## config.mk

```make
export PLATFORM = sky130hd
export DESIGN_NAME = d_grf_bypass
export DESIGN_NICKNAME = d
export VERILOG_FILES = /design/src/rtl/d_grf_bypass.sv
export SDC_FILE = /design/constraint.sdc
export NUM_CORES = 2
export LEC_CHECK = 0
export CORE_MARGIN = 5
export CORE_UTILIZATION = 30
export CTS_CLUSTER_DIAMETER = 30
export CTS_CLUSTER_SIZE = 25
export DETAILED_ROUTE_END_ITERATION = 7
export PLACE_DENSITY = 0.44
export SLEW_MARGIN = 20
export SYNTH_ARGS = -nofsm -noshare
export SYNTH_HDL_FRONTEND = slang
export SYNTH_SLANG_ARGS = --single-unit
```

## constraint.sdc

```tcl
create_clock -name clk -period 2.6 [get_ports clk]
set_input_delay 0.39 -clock clk [delete_from_list [all_inputs] [get_ports clk]]
set_output_delay 0.39 -clock clk [all_outputs]
set_load 0.05 [all_outputs]
```

## src/rtl/d_grf_bypass.sv

```systemverilog
// 32 x 32-bit general register file with two combinational read ports, one
// write port, internal W->D bypass and $0 hardwired to zero. Optional write
// log enabled by defining GRF_DISPLAY_EN.
module d_grf_bypass #(
    parameter int DATA_W   = 32,
    parameter int ADDR_W   = 5,
    parameter int NUM_REGS = 32
) (
    input  logic              clk,
    input  logic              reset,
    input  logic [ADDR_W-1:0] D_A1,
    input  logic [ADDR_W-1:0] D_A2,
    output logic [DATA_W-1:0] D_RD1,
    output logic [DATA_W-1:0] D_RD2,
    input  logic              W_RegWrite,
    input  logic [ADDR_W-1:0] W_A3,
    input  logic [DATA_W-1:0] W_RegWriteData,
    input  logic [31:0]       W_PC
);

    logic [DATA_W-1:0] regs_q [NUM_REGS];
    logic [DATA_W-1:0] regs_d [NUM_REGS];
    logic              commit_s;

    // A write commits only out of reset and never to $0; the same condition
    // qualifies the bypass so reads during reset stay at zero.
    assign commit_s = reset && W_RegWrite && (W_A3 != {ADDR_W{1'b0}});

    // Resolve one read port: $0, then same-cycle write, then stored value.
    function automatic logic [DATA_W-1:0] read_port(
        input logic [ADDR_W-1:0] addr,
        input logic              commit,
        input logic [ADDR_W-1:0] waddr,
        input logic [DATA_W-1:0] wdata,
        input logic [DATA_W-1:0] stored
    );
        logic [DATA_W-1:0] rd;
        if (addr == {ADDR_W{1'b0}}) begin
            rd = {DATA_W{1'b0}};
        end else if (commit && (waddr == addr)) begin
            rd = wdata;
        end else begin
            rd = stored;
        end
        return rd;
    endfunction

    // Next-state of the register array: only the addressed entry changes.
    always_comb begin
        for (int i = 0; i < NUM_REGS; i++) begin
            if (commit_s && (W_A3 == ADDR_W'(i))) begin
                regs_d[i] = W_RegWriteData;
            end else begin
                regs_d[i] = regs_q[i];
            end
        end
        regs_d[0] = {DATA_W{1'b0}};
    end

    // Register array storage with asynchronous clear.
    always_ff @(posedge clk or negedge reset) begin
        if (!reset) begin
            for (int i = 0; i < NUM_REGS; i++) begin
                regs_q[i] <= {DATA_W{1'b0}};
            end
        end else begin
            for (int i = 0; i < NUM_REGS; i++) begin
                regs_q[i] <= regs_d[i];
            end
        end
    end

    // Zero-latency read ports; D-stage sees this cycle's W-stage write.
    always_comb begin
        D_RD1 = read_port(D_A1, commit_s, W_A3, W_RegWriteData, regs_q[D_A1]);
        D_RD2 = read_port(D_A2, commit_s, W_A3, W_RegWriteData, regs_q[D_A2]);
    end

`ifdef GRF_DISPLAY_EN
    // Simulation log of every committed write, printed at the clock edge.
    always_ff @(posedge clk) begin
        if (commit_s) begin
            $display("%d@%h: $%d <= %h", $time, W_PC, W_A3, W_RegWriteData);
        end
    end
`else
    logic unused_pc_s;
    assign unused_pc_s = ^W_PC;
`endif

endmodule

```

==> impl_metrics.csv <==
group,metric,value,unit
sta,fmax,310,MHz
floorplan,start_util,0.301,
min_path,holdCritPathClass,"in2async",
finish,largest_reg_flops,992,
critical_path,critPathSlowestCell,"mux4_2",
sta,hold_violations,0,
critical_path,cp.buffers_inverters,2,
power_and_ir_drop,cellLeakagePower,32.9,nW
cts,clock_latency,890,ps
grt,grt_overflow_total,0,
grt,grt_max_degree,142,
critical_path,cp.required,2210,ps
cts,clk_path_buf_depth,4,
placement,dpl.hpwl,145,mm
cts,cts_buffers,291,
run_status,run_status,"finished with violations",
job,drv_cap,0,
sta,setup_slack,-627,ps
drt,firstDrtPassIters,5,
grt,first_global_vias,41025,
drt,vias_per_cell,5.49,
floorplan,die_h,433,um
synth,synth_top_area_frac,0.462,
critical_path,slowest_delay,510,ps
cts,cts.clk_slew.worst_paths,40,ps
cts,cts.sinks,992,
critical_path,path_delay_family,"compound AO/OA/AOI/OAI gates",
synth,ys_ff_latch,992,
drt,drc_errors,0,
drt,wire_per_inst,31.0,um
sta,rsz0062_at_grt,"true",
cts,root_buffer,"clkbuf_16",
finish,syn_to_final_growth,40.3,%
synth,ys_seq_area_frac,0.462,
critical_path,cp-start-kind,"flop",
drt,ant_nets,0,
drt,via_count,38400,
sta,period_needed,3230,ps
synth,yosys.area.top_type,"dfrtp_1",
sta,slew_violations,0,
floorplan,die_w,433,um
power_and_ir_drop,power_density,867,nW/um2
critical_path,rrSetupSlack,1690,ps
drt,drtIter0Drc,2536,
synth,synth.most_common_cell,"mux2_2",
cts,cts_tree,"built",
critical_path,cp.arrival,2840,ps
synth,syn_inst,3835,
grt,grt_first_pass_wirelength,312,mm
synth,syn-cell-area,53800,um2
synth,synth_area_leaders,"dfrtp_1 (46%), mux2_2 (21%), mux4_2 (17%)",
sta,whs,130,ps
grt,antenna_found_initial,6,
placement,gp_congestion,0.796,
synth,syn-mean-instance-area,14.0,um2
finish,reg_top3,"regs_q (992)",
placement,port-buffer-count,113,
run_status,violations,"negative setup slack",
synth,yosys_warnings,0,
finish,layout-drive-gt1-share,0.605,
sta,clock_skew,0,ps
synth,yosysUniqueCellTypes,60,
floorplan,coreArea,178000,um2
floorplan,num_rows,155,
critical_path,worstPathMaxFanout,3,
cts,cts.htree.levels,5,
grt,track_usage,0.230,
finish,final_nets,4506,
synth,synthArstFlopShare,1.00,
critical_path,critical_path_class,"reg2out",
sta,setup-violations-final,64,
synth,syn_nets,3917,
synth,synthFlopType,"dfrtp_1",
sta,worstMarginPinSlew,875,ps
synth,synth_common_cells,"mux2_2 (1,018), dfrtp_1 (992), mux4_2 (400), clkbuf_1 (207), buf_2 (153)",
sta,fin_crit_sh,1.24,
critical_path,worstPathCellList,"mux4_2 > a22o_1 > a221oi_2 > buf_4 > o311a_4 > a21oi_4 > buf_12",
finish,top_register,"regs_q",
floorplan,die-area,188000,um2
synth,synth_edf_count,0,
drt,wirelength,217,mm
critical_path,end_kind,"primary output",
power_and_ir_drop,ir_worst_vdd,0.592,mV
placement,post_dp_cell_area,64000,um2
finish,final_area,75400,um2
sta,slew-limit-headroom,0.417,
floorplan,top_level_ports,146,
## cell usage in the layout (no fill, tap or decap), types with 14 or more instances in the layout
cell type           n
a221oi_2           17
clkinv_2           36
a31oi_4            14
nor2b_1            76
bufinv_16          43
clkbuf_16         299
clkbuf_8           51
o221ai_1           43
a22o_1             67
o21ai_2            38
buf_12            258
o211ai_1           33
inv_1              34
a22oi_1            29
nand2_1           124
clkdlybuf4s50_1    34
mux4_2            400
a221oi_1           42
mux2i_1            39
buf_4             387
nor3_1             33
buf_6              24
clkbuf_1           34
mux2_2           1016
nor2_1             42
clkinvlp_4         19
o21ai_0            95
a22oi_2            34
o311ai_4           16
dfrtp_1           992
nor2_4             25
## through the flow
stage / util / std cells / setup slack (ps) / TNS, ps / total power [W]
after floorplan: - / 3835 / -176 / -1980 / 0.0244
after detailed placement: 0.359 / 6464 / -525 / -88410 / 0.0284
after global placement: 0.359 / 6464 / -588 / -92770 / 0.0283
after global routing: 0.423 / 6994 / -724 / -34020 / 0.0677
after CTS: 0.422 / 6991 / -831 / -33440 / 0.0659
final: 0.423 / 6994 / -627 / -28520 / 0.0654
## tightest hold or removal path, cell delays in order
cell and delay, ps:
buf_8 120, dlygate4sd3_1 620, buf_12 220
## cell families after synthesis
logic type                after synthesis  synth area share
DFF                                   992             0.462
muxes                                1469             0.391
and+or+nand+nor                       374            0.0336
AOI/OAI and AO/OA                     534            0.0717
buffers and inverters                 456            0.0402
xor gates and xnor gates               10           0.00163
## routing by layer
| metal | vias up | GRT usage | routed length [um] |
|---|---|---|---|
| met1 | 20912 | 0.313 | 96000 |
| met3 | 352 | 0.0358 | 8700 |
| met5 | - | 0 | 0 |
| met4 | 0 | 0.0756 | 6760 |
| li1 | 16106 | - | - |
| met2 | 1030 | 0.378 | 105000 |
## final timing paths
kind | startpoint | end | cells past startpoint
worst max-delay path | regs_q[659] | D_RD1[19] | 7
worst min-delay path | reset | regs_q[466] | 3
worst max register to register | regs_q[263] | regs_q[263] | 2
worst min register to register | regs_q[813] | regs_q[813] | 2
max in group asynchronous | reset | regs_q[653] | 5
min in group clk | W_RegWriteData[4] | regs_q[836] | 3
## what timing repair did
item,4_1_cts,5_1_grt
cloned,0,1
setup endpoints to repair,64,64
hold buffers,1,0
buffers inserted,35,8
pin swaps,164,49
endpoints found under the hold margin,237,0
resized for setup,191,48
## report_power, final
part	internal (W)	switching [W]
Combinational	0.00523	0.00438
Sequential	0.0175	0.00150
Clock	0.0263	0.0104
## final cells by class
type                    instances  area [um2]
flip-flops and latches        992       24800
repair buffers                718        8900
diodes                          3        7.51
fillers                     16181      103000
multi-input cells            2387       28500
inverters                      34         128
clock inverters               123        1860
clock buffers                 382        8260
well taps                    2355        2950
No activity file was read; power rests on OpenSTA's default activity.
